$ cat config.mk
export PLATFORM = sky130hd
export DESIGN_NAME = mvm_job_sequencer
export DESIGN_NICKNAME = d
export VERILOG_FILES = /design/src/rtl/mvm_job_sequencer.sv
export SDC_FILE = /design/constraint.sdc
export NUM_CORES = 1
export LEC_CHECK = 0
export ABC_AREA = 1
export BUFFER_PORTS_ARGS = -buffer_cell sky130_fd_sc_hd__buf_4
export CORE_ASPECT_RATIO = 1.2
export CORE_MARGIN = 4
export CORE_UTILIZATION = 59
export DETAILED_ROUTE_END_ITERATION = 7
export GPL_TIMING_DRIVEN = 1
export PLACE_DENSITY = 0.86
export SLEW_MARGIN = 25
export SYNTH_ARGS = -nofsm -noshare
export SYNTH_HDL_FRONTEND = slang
export SYNTH_SLANG_ARGS = --single-unit
$ cat constraint.sdc
create_clock -name clk -period 3.85 [get_ports clk]
set_input_delay 0 -clock clk [delete_from_list [all_inputs] [get_ports clk]]
set_output_delay 0 -clock clk [all_outputs]
set_load 0.05 [all_outputs]
$ cat src/rtl/mvm_job_sequencer.sv
// -----------------------------------------------------------------------------
// mvm_job_sequencer
//
// Runs one matrix_vector_multiplier job from start to finish:
//   1. Takes a byte stream from the host or fetcher. The stream carries A in
//      row-major order (DIM*DIM bytes), followed by B (DIM bytes).
//   2. Sends each byte to the matching multiplier FIFO with a one-cycle write
//      strobe. fifo_sel is the A row (0..DIM-1) or DIM for the B FIFO.
//   3. Holds fetch_done high until the multiplier raises mvm_done, then
//      captures all DIM results in a single cycle.
//   4. Sends the results out one at a time. The last one is marked with
//      o_out_last.
//
// Handshakes: data moves on a rising edge only when valid and ready are both
// high in the cycle before it. Once valid is raised it stays high, and its
// data stays stable, until ready is also high. Ready never depends on valid.
//
// Optional feature (compile-time macro MVM_SEQ_TIMEOUT_EN):
//   If mvm_done does not arrive within TIMEOUT_CYCLES cycles in WAIT, the job
//   is abandoned. o_err pulses for one cycle and the sequencer returns to
//   IDLE. Without the macro, WAIT has no time limit and o_err is tied to 0.
//
// Ports:
//   clk, rst_n       clock (rising edge); asynchronous active-low reset
//   i_in_data        A/B element stream          (DATA_WIDTH)
//   i_in_valid       stream valid
//   o_in_ready       stream ready (IDLE and LOAD only)
//   o_fifo_data      multiplier FIFO write data  (DATA_WIDTH)
//   o_fifo_sel       multiplier FIFO select: 0..DIM-1 = A rows, DIM = B
//   o_fifo_wren      one-cycle FIFO write strobe
//   o_fetch_done     load complete; held high through WAIT
//   i_mvm_result     flattened results; element i at [i*3*DW +: 3*DW]
//   i_mvm_done       multiplier finished (used only in WAIT)
//   o_out_data       result element              (3*DATA_WIDTH)
//   o_out_valid      result valid (DRAIN only)
//   i_out_ready      consumer ready
//   o_out_last       marks element DIM-1
//   o_busy           high in every state except IDLE
//   o_err            one-cycle timeout pulse
//   o_dbg_state      current FSM state, for debug and checkers
// -----------------------------------------------------------------------------
module mvm_job_sequencer #(
    parameter int unsigned DATA_WIDTH     = 8,
    parameter int unsigned DIM            = 8,
    parameter int unsigned TIMEOUT_CYCLES = 1024
) (
    input  logic                          clk,
    input  logic                          rst_n,
    input  logic [DATA_WIDTH-1:0]         i_in_data,
    input  logic                          i_in_valid,
    output logic                          o_in_ready,
    output logic [DATA_WIDTH-1:0]         o_fifo_data,
    output logic [3:0]                    o_fifo_sel,
    output logic                          o_fifo_wren,
    output logic                          o_fetch_done,
    input  logic [DIM*3*DATA_WIDTH-1:0]   i_mvm_result,
    input  logic                          i_mvm_done,
    output logic [3*DATA_WIDTH-1:0]       o_out_data,
    output logic                          o_out_valid,
    input  logic                          i_out_ready,
    output logic                          o_out_last,
    output logic                          o_busy,
    output logic                          o_err,
    output logic [1:0]                    o_dbg_state
);

    localparam int unsigned RES_W  = 3 * DATA_WIDTH;
    localparam int unsigned NBYTES = DIM * DIM + DIM;
    localparam int unsigned CNT_W  = $clog2(NBYTES + 1);
    localparam int unsigned IDX_W  = (DIM > 1) ? $clog2(DIM) : 1;

    localparam logic [CNT_W-1:0] LAST_BYTE = CNT_W'(NBYTES - 1);
    localparam logic [IDX_W-1:0] LAST_IDX  = IDX_W'(DIM - 1);
    localparam logic [3:0]       B_SEL     = 4'(DIM);
    localparam logic [3:0]       LAST_COL  = 4'(DIM - 1);

    typedef enum logic [1:0] {
        S_IDLE  = 2'd0,
        S_LOAD  = 2'd1,
        S_WAIT  = 2'd2,
        S_DRAIN = 2'd3
    } state_t;

    state_t                  r_state;
    state_t                  w_next_state;

    logic [CNT_W-1:0]        r_byte_cnt;
    logic [3:0]              r_row;
    logic [3:0]              r_col;
    logic [DATA_WIDTH-1:0]   r_fifo_data;
    logic [3:0]              r_fifo_sel;
    logic                    r_fifo_wren;
    logic                    r_fetch_done;
    logic [DIM*RES_W-1:0]    r_cap;
    logic [IDX_W-1:0]        r_out_idx;

    logic                    w_in_ready;
    logic                    w_out_valid;
    logic                    w_busy;
    logic                    w_capture;
    logic                    w_in_fire;
    logic                    w_out_fire;
    logic                    w_last_byte;
    logic                    w_last_idx;
    logic                    w_timeout;

    assign w_last_byte = (r_byte_cnt == LAST_BYTE);
    assign w_last_idx  = (r_out_idx == LAST_IDX);
    assign w_in_fire   = i_in_valid & w_in_ready;
    assign w_out_fire  = w_out_valid & i_out_ready;

    // ------------------------------------------------------------------
    // FSM: state register
    // ------------------------------------------------------------------
    always_ff @(posedge clk or negedge rst_n) begin
        if (!rst_n) begin
            r_state <= S_IDLE;
        end else begin
            r_state <= w_next_state;
        end
    end

    // ------------------------------------------------------------------
    // FSM: next state and combinational outputs
    // ------------------------------------------------------------------
    always_comb begin
        w_next_state = r_state;
        w_in_ready   = 1'b0;
        w_out_valid  = 1'b0;
        w_busy       = 1'b1;
        w_capture    = 1'b0;
        case (r_state)
            S_IDLE: begin
                w_in_ready = 1'b1;
                w_busy     = 1'b0;
                // The first accepted byte is byte 0. A job always has at
                // least two bytes, so this byte is never the last.
                if (i_in_valid) begin
                    w_next_state = S_LOAD;
                end
            end
            S_LOAD: begin
                w_in_ready = 1'b1;
                if (i_in_valid && w_last_byte) begin
                    w_next_state = S_WAIT;
                end
            end
            S_WAIT: begin
                if (i_mvm_done) begin
                    w_capture    = 1'b1;
                    w_next_state = S_DRAIN;
                end else if (w_timeout) begin
                    w_next_state = S_IDLE;
                end
            end
            S_DRAIN: begin
                w_out_valid = 1'b1;
                if (i_out_ready && w_last_idx) begin
                    w_next_state = S_IDLE;
                end
            end
            default: begin
                w_next_state = S_IDLE;
            end
        endcase
    end

    // ------------------------------------------------------------------
    // Load path: byte counter, row/column tracking, FIFO write register
    // ------------------------------------------------------------------
    always_ff @(posedge clk or negedge rst_n) begin
        if (!rst_n) begin
            r_byte_cnt  <= '0;
            r_row       <= '0;
            r_col       <= '0;
            r_fifo_data <= '0;
            r_fifo_sel  <= '0;
            r_fifo_wren <= 1'b0;
        end else begin
            r_fifo_wren <= w_in_fire;
            if (w_in_fire) begin
                r_fifo_data <= i_in_data;
                // r_row is the A row of this byte. After the last A row it
                // stops at DIM, which is also the B FIFO select, so no
                // divide is needed.
                r_fifo_sel  <= r_row;
                if (w_last_byte) begin
                    r_byte_cnt <= '0;
                    r_row      <= '0;
                    r_col      <= '0;
                end else begin
                    r_byte_cnt <= r_byte_cnt + 1'b1;
                    if (r_col == LAST_COL) begin
                        r_col <= '0;
                        if (r_row != B_SEL) begin
                            r_row <= r_row + 1'b1;
                        end
                    end else begin
                        r_col <= r_col + 1'b1;
                    end
                end
            end
        end
    end

    // ------------------------------------------------------------------
    // fetch_done, result capture and drain index
    // ------------------------------------------------------------------
    always_ff @(posedge clk or negedge rst_n) begin
        if (!rst_n) begin
            r_fetch_done <= 1'b0;
            r_cap        <= '0;
            r_out_idx    <= '0;
        end else begin
            // fetch_done rises one cycle after the last FIFO write is seen,
            // and it falls on the edge that leaves WAIT.
            r_fetch_done <= (r_state == S_WAIT) && (w_next_state == S_WAIT);
            if (w_capture) begin
                r_cap     <= i_mvm_result;
                r_out_idx <= '0;
            end else if (w_out_fire) begin
                r_out_idx <= w_last_idx ? '0 : r_out_idx + 1'b1;
            end
        end
    end

    // ------------------------------------------------------------------
    // Optional WAIT watchdog
    // ------------------------------------------------------------------
`ifdef MVM_SEQ_TIMEOUT_EN
    localparam int unsigned        TMO_W    = $clog2(TIMEOUT_CYCLES + 1);
    localparam logic [TMO_W-1:0]   TMO_LAST = TMO_W'(TIMEOUT_CYCLES - 1);

    logic [TMO_W-1:0] r_wait_cnt;
    logic             r_err;

    // The counter is 0 on the first WAIT cycle. When it reaches
    // TIMEOUT_CYCLES-1 with no done, TIMEOUT_CYCLES WAIT cycles have passed,
    // so the job is abandoned on that edge.
    assign w_timeout = (r_state == S_WAIT) && !i_mvm_done && (r_wait_cnt == TMO_LAST);

    always_ff @(posedge clk or negedge rst_n) begin
        if (!rst_n) begin
            r_wait_cnt <= '0;
            r_err      <= 1'b0;
        end else begin
            r_err <= w_timeout;
            if (r_state == S_WAIT) begin
                r_wait_cnt <= r_wait_cnt + 1'b1;
            end else begin
                r_wait_cnt <= '0;
            end
        end
    end

    assign o_err = r_err;
`else
    assign w_timeout = 1'b0;
    assign o_err     = 1'b0;
`endif

    // ------------------------------------------------------------------
    // Outputs
    // ------------------------------------------------------------------
    assign o_in_ready   = w_in_ready;
    assign o_fifo_data  = r_fifo_data;
    assign o_fifo_sel   = r_fifo_sel;
    assign o_fifo_wren  = r_fifo_wren;
    assign o_fetch_done = r_fetch_done;
    assign o_out_valid  = w_out_valid;
    assign o_out_last   = w_out_valid & w_last_idx;
    assign o_out_data   = w_out_valid ? r_cap[r_out_idx*RES_W +: RES_W] : '0;
    assign o_busy       = w_busy;
    assign o_dbg_state  = r_state;

endmodule

## Word level (Yosys, flattened, before mapping)

Index checks and enable logic that the tools add are counted.

| operators by class | value |
|---|---|
| multiplexer cells | 20 |
| bitwise gates (word level) | 3 |
| eq/ne operators | 8 |
| reductions and logical operators | 9 |
| $mul | 1 |
| $add $sub $neg | 4 |
| shift-type cells | 1 |

Operator list:

| cell | count |
|---|---|
| $shiftx 192x9->24 | 1 |
| $mux 24 | 1 |
| $mux 4 | 5 |
| $mux 3 | 3 |
| $add 4x1->4 const B | 2 |
| $mux 2 | 4 |
| $pmux 2 s4 | 1 |
| $add 7x1->7 const B | 1 |
| $eq 7x7->1 const B | 1 |
| $mux 7 | 1 |
| $eq 2x2->1 const B | 3 |
| $reduce_bool 2->1 | 3 |
| $mul 3x2->5 const B | 1 |
| $mux 1 | 5 |
| $eq 4x3->1 const B | 1 |
| $ne 4x4->1 const B | 1 |
| $add 3x1->3 const B | 1 |
| $and 1x1->1 | 3 |
| $eq 3x3->1 const B | 1 |
| $logic_and 1x1->1 | 3 |
| $reduce_and 3->1 | 1 |
| $eq 2x1->1 const B | 1 |
| $logic_not 2->1 | 1 |
| $reduce_or 2->1 | 1 |

| storage, ports and cells | value |
|---|---|
| logic and storage cells | 56 |
| register bits after elaboration | 226 |
| bits of input ports | 205 |

## Depth between registers and ports, before layout

| logic depth | value |
|---|---|
| depth after elaboration | 6 |
| gate-level depth with buffers | 9 |

## Worst setup path before layout

Ideal clock, no wire load.

| path | value |
|---|---|
| path kind | register to output |
| start | register r_state[0], in the netlist o_dbg_state[0] |
| end | output port o_out_data[14] |
| arrival | 2,159 ps |
| buffers on the path | 1 |
| data required time | 3,850 ps |
| path slack | 1,691 ps |
| stages on the path, launching flop included | 6 |
| path through | dfrtp_1 -> nand2_1 -> inv_2 -> buf_2 -> nand2_1 -> nor2_1 |

| on the way | value |
|---|---|
| cells in the longest elaborated chain, start to end | 3 |

Ends and longest elaborated chain:

| element | line | source |
|---|---|---|
| start: declaration | 84 | `state_t r_state;` |
| start signal: assignment | 119 | `r_state <= w_next_state;` |
| $eq 2x2->1 | 132 | `case (r_state)` |
| $mux 1 | 132 |  |
| via o_out_valid | 59 | `output logic o_out_valid,` |
| $mux 24 | 272 | `assign o_out_data = w_out_valid ? r_cap[r_out_idx*RES_W +: RES_W] : '0;` |
| end: declaration | 58 | `output logic [3*DATA_WIDTH-1:0] o_out_data,` |

The timed path passes the listed nets, and every way through them passes these cells.

## Final worst setup path

| path | value |
|---|---|
| start | register r_out_idx[0] |
| end | output port o_out_data[13] |

| on the way | value |
|---|---|
| cells in the longest elaborated chain, start to end | 3 |

Ends and longest elaborated chain:

| element | line | source |
|---|---|---|
| start: declaration | 95 | `logic [IDX_W-1:0] r_out_idx;` |
| start signal: assignment | 222 | `r_out_idx <= w_last_idx ? '0 : r_out_idx + 1'b1;` |
| $mul 3x2->5 | 272 |  |
| $shiftx 192x9->24 | 272 |  |
| $mux 24 | 272 |  |

No other way between the ends.

==> results.json <==
{
  "yosysTopAreaCell": "dfrtp_1",
  "yosys_warnings": 0,
  "reg2reg_depth": 7,
  "syn_nets": 1684,
  "ir_worst_vdd_uv": 649,
  "whs_path_depth": 3,
  "grt_max_degree": 193,
  "syn_to_final_growth_pct": 41.8,
  "cp.buffers_inverters": 2,
  "worst-setup-path-type": "reg -> out",
  "fin_nets": 2075,
  "synth.top_cell.area_share_pct": 51.5,
  "worstPathCellList": "buf_4 -> nor2_1 -> nor2_1 -> nand2_1 -> nand3_1 -> nand2_1 -> nor2_1 -> buf_4",
  "hp-class": "in -> reg",
  "cp_max_fo": 75,
  "hpwl_um": 21900,
  "synth.top_cells.by_area": "dfrtp_1, nand2_1, nor2_1",
  "port_buffers": 248,
  "routed_wl_um": 41000,
  "rsz0062_at_grt": "false",
  "cts-root-buf": "clkbuf_16",
  "fin_hold_ws_ns": 0.0342,
  "cts_resized": 0,
  "hold_end": "r_cap[30]$_DFFE_PN0P_",
  "final_max_slew_viol_count": 0,
  "layout-drive-gt1-share_pct": 16.1,
  "cpMostUsedCell": "nor2_1",
  "dr_total_vias": 12200,
  "cts.sinks": 226,
  "syn_area_um2": 11000,
  "setup_violations": 0,
  "track_usage_pct": 37.6,
  "vias_per_cell": 5.79,
  "p_per_area_nw_per_um2": 746,
  "crit_path_end_kind": "output port",
  "fp.dieH_um": 158,
  "nFillCells": 979,
  "grt_pass1_vias": 12000,
  "synthDistinctLibCells": 25,
  "clk-insertion-delay-late_ns": 0.53,
  "placementRows": 54,
  "final-seq-area_um2": 5660,
  "critPathArrivalTime_ns": 3.05,
  "clk_path_buf_depth": 3,
  "top_level_ports": 250,
  "fp.coreArea_um2": 18200,
  "die_x_um": 133,
  "syn-instance-count": 1473,
  "cts_tree": "built",
  "dieArea_um2": 20900,
  "status": "finished, final reports clean",
  "slowest_stage": "dfrtp_4",
  "min_from": "i_mvm_done",
  "avgSynthCellArea_um2": 7.46,
  "r2r-start": "o_dbg_state[1]$_DFF_PN0_",
  "grt_pass1_wl_um": 62300,
  "fin_crit_ns": 3.05,
  "ys.flop_type": "dfrtp_1",
  "path_clk_slew_ns": 0.06,
  "synth.most_common_cell": "nand2_1",
  "worstMarginPinSlew_ns": 0.991,
  "cp.required_ns": 3.85,
  "crit_family": "buffers and inverters",
  "overflow": 0,
  "ys_ff_latch": 226,
  "setup.worst_path.start": "r_out_idx[0]$_DFFE_PN0P_",
  "maxCapViolCount": 0,
  "leakage_uw": 0.00813,
  "final.period_utilization_pct": 79.2,
  "seq_area_frac_synth_pct": 51.5,
  "hold_viol": 0,
  "firstDrtPassIters": 8,
  "cts_inserted_buffers": 23,
  "antenna_found_initial": 3,
  "drc": 0,
  "cts_max_level": 1,
  "async_flop_share_pct": 100,
  "multiInputGateArea_um2": 4510,
  "antenna_left": 0,
  "gp_congestion": 0.912,
  "fin_skew_ns": 0.0183,
  "clock.fmax_mhz": 328,
  "drtIter0Drc": 1462,
  "synth_commonest_cells": "nand2_1, nor2_1, dfrtp_1",
  "start_util_pct": 60.3,
  "cpPeakStageDelay_ns": 0.75,
  "fin_setup_tns_ns": 0,
  "rrSetupSlack_ns": 1.08,
  "routedWlPerCell_um": 19.5,
  "worst_r2r_endpoint": "r_cap[183]$_DFFE_PN0P_",
  "slew_headroom_pct": 33.9,
  "synth_edf_count": 0,
  "cp-start-kind": "flop"
}
[registers in the layout, indices dropped and copies added, names as in the netlist]
register      count
o_dbg_state       2
o_fetch_done      1
o_fifo_data       8
o_fifo_sel        4
o_fifo_wren       1
r_byte_cnt        7
r_cap           192
r_col             4
r_out_idx         3
r_row             4
[layout make-up]
type | instances | share of cell area, %
clock inverters | 4 | 0.313
inverters | 95 | 2.29
diodes | 1 | 0.0161
clock buffers | 34 | 4.28
repair buffers | 465 | 26.1
flip-flops and latches | 226 | 36.3
multi-input cells | 1053 | 28.9
well taps | 224 | 1.80
[placed cells by master (no fill, tap or decap)]
cell type      instances
buf_16                 2
nor2_4                 1
dfrtp_4                1
nand3_1              180
nand2_8                1
dlygate4sd3_1        204
inv_2                  4
buf_8                  1
xor2_1                 3
nand3b_1               1
o21ai_1               10
o21bai_1               1
diode_2                1
clkbuf_8               5
nand4_1                8
buf_12                 1
inv_6                  1
nand2b_1               1
clkbuf_1               6
a21oi_1               75
nand2_2                1
xnor2_1                2
inv_1                 91
ha_1                   6
nor3_1                 3
buf_4                257
conb_1                 1
clkbuf_16             23
clkinv_2               2
dfrtp_2                1
nor2_1               254
dfrtp_1              224
bufinv_16              1
nand2_1              434
o21ai_0               71
[worst min-delay path, delay by kind of cell]
kind / cells / cell delay [ns]
AND/OR/NAND/NOR: 2 / 0.22
buffers and inverters: 1 / 0.28
[cell families after synthesis]
group           Yosys count  share of synthesized area (%)
fa+ha+maj                 6                          0.683
other cells               1                         0.0341
xor+xnor                  5                          0.398
buf+inv                 194                           7.64
flops                   226                           51.5
simple gates            884                           32.6
compound gates          157                           7.17
[worst max path at each step]
stage | end | depth (start not counted)
6_report | o_out_data[13] | 8
3_3_place_gp | r_cap[143]$_DFFE_PN0P_ | 5
3_5_place_dp | r_cap[180]$_DFFE_PN0P_ | 5
2_1_floorplan | o_out_data[14] | 5
4_1_cts | o_out_data[13] | 8
5_1_grt | o_out_data[1] | 8
[metal layers]
layer,track usage (%),part of all wire (%),vias to the layer above
li1,-,-,5409
met1,45.4,36,5677
met2,64.2,48,871
met3,6.81,9.5,208
met4,20.8,6.6,0
met5,0,0,-
[repair_timing]
action,CTS,global route
buffers inserted,0,0
endpoints found under the setup margin,0,0
hold buffers,203,1
hold endpoints to repair,331,29
[through the flow]
stage	total power [uW]	area (um^2)	instances	setup slack, ns	utilization [%]
floorplan	7440	11000	1473	1.69	-
global placement	8720	12800	1857	1.17	70.0
detailed placement	8880	12800	1857	1.12	70.0
CTS	11200	15500	2098	0.915	85.1
global route	12200	15600	2102	0.661	85.4
finish	11600	15600	2102	0.800	85.4
[report_power, final]
group | switching [uW] | internal (uW) | total (uW)
combinational | 3610 | 1660 | 5270
clock | 945 | 1260 | 2200
sequential | 728 | 3410 | 4140
(Power assumes the default switching activity.)
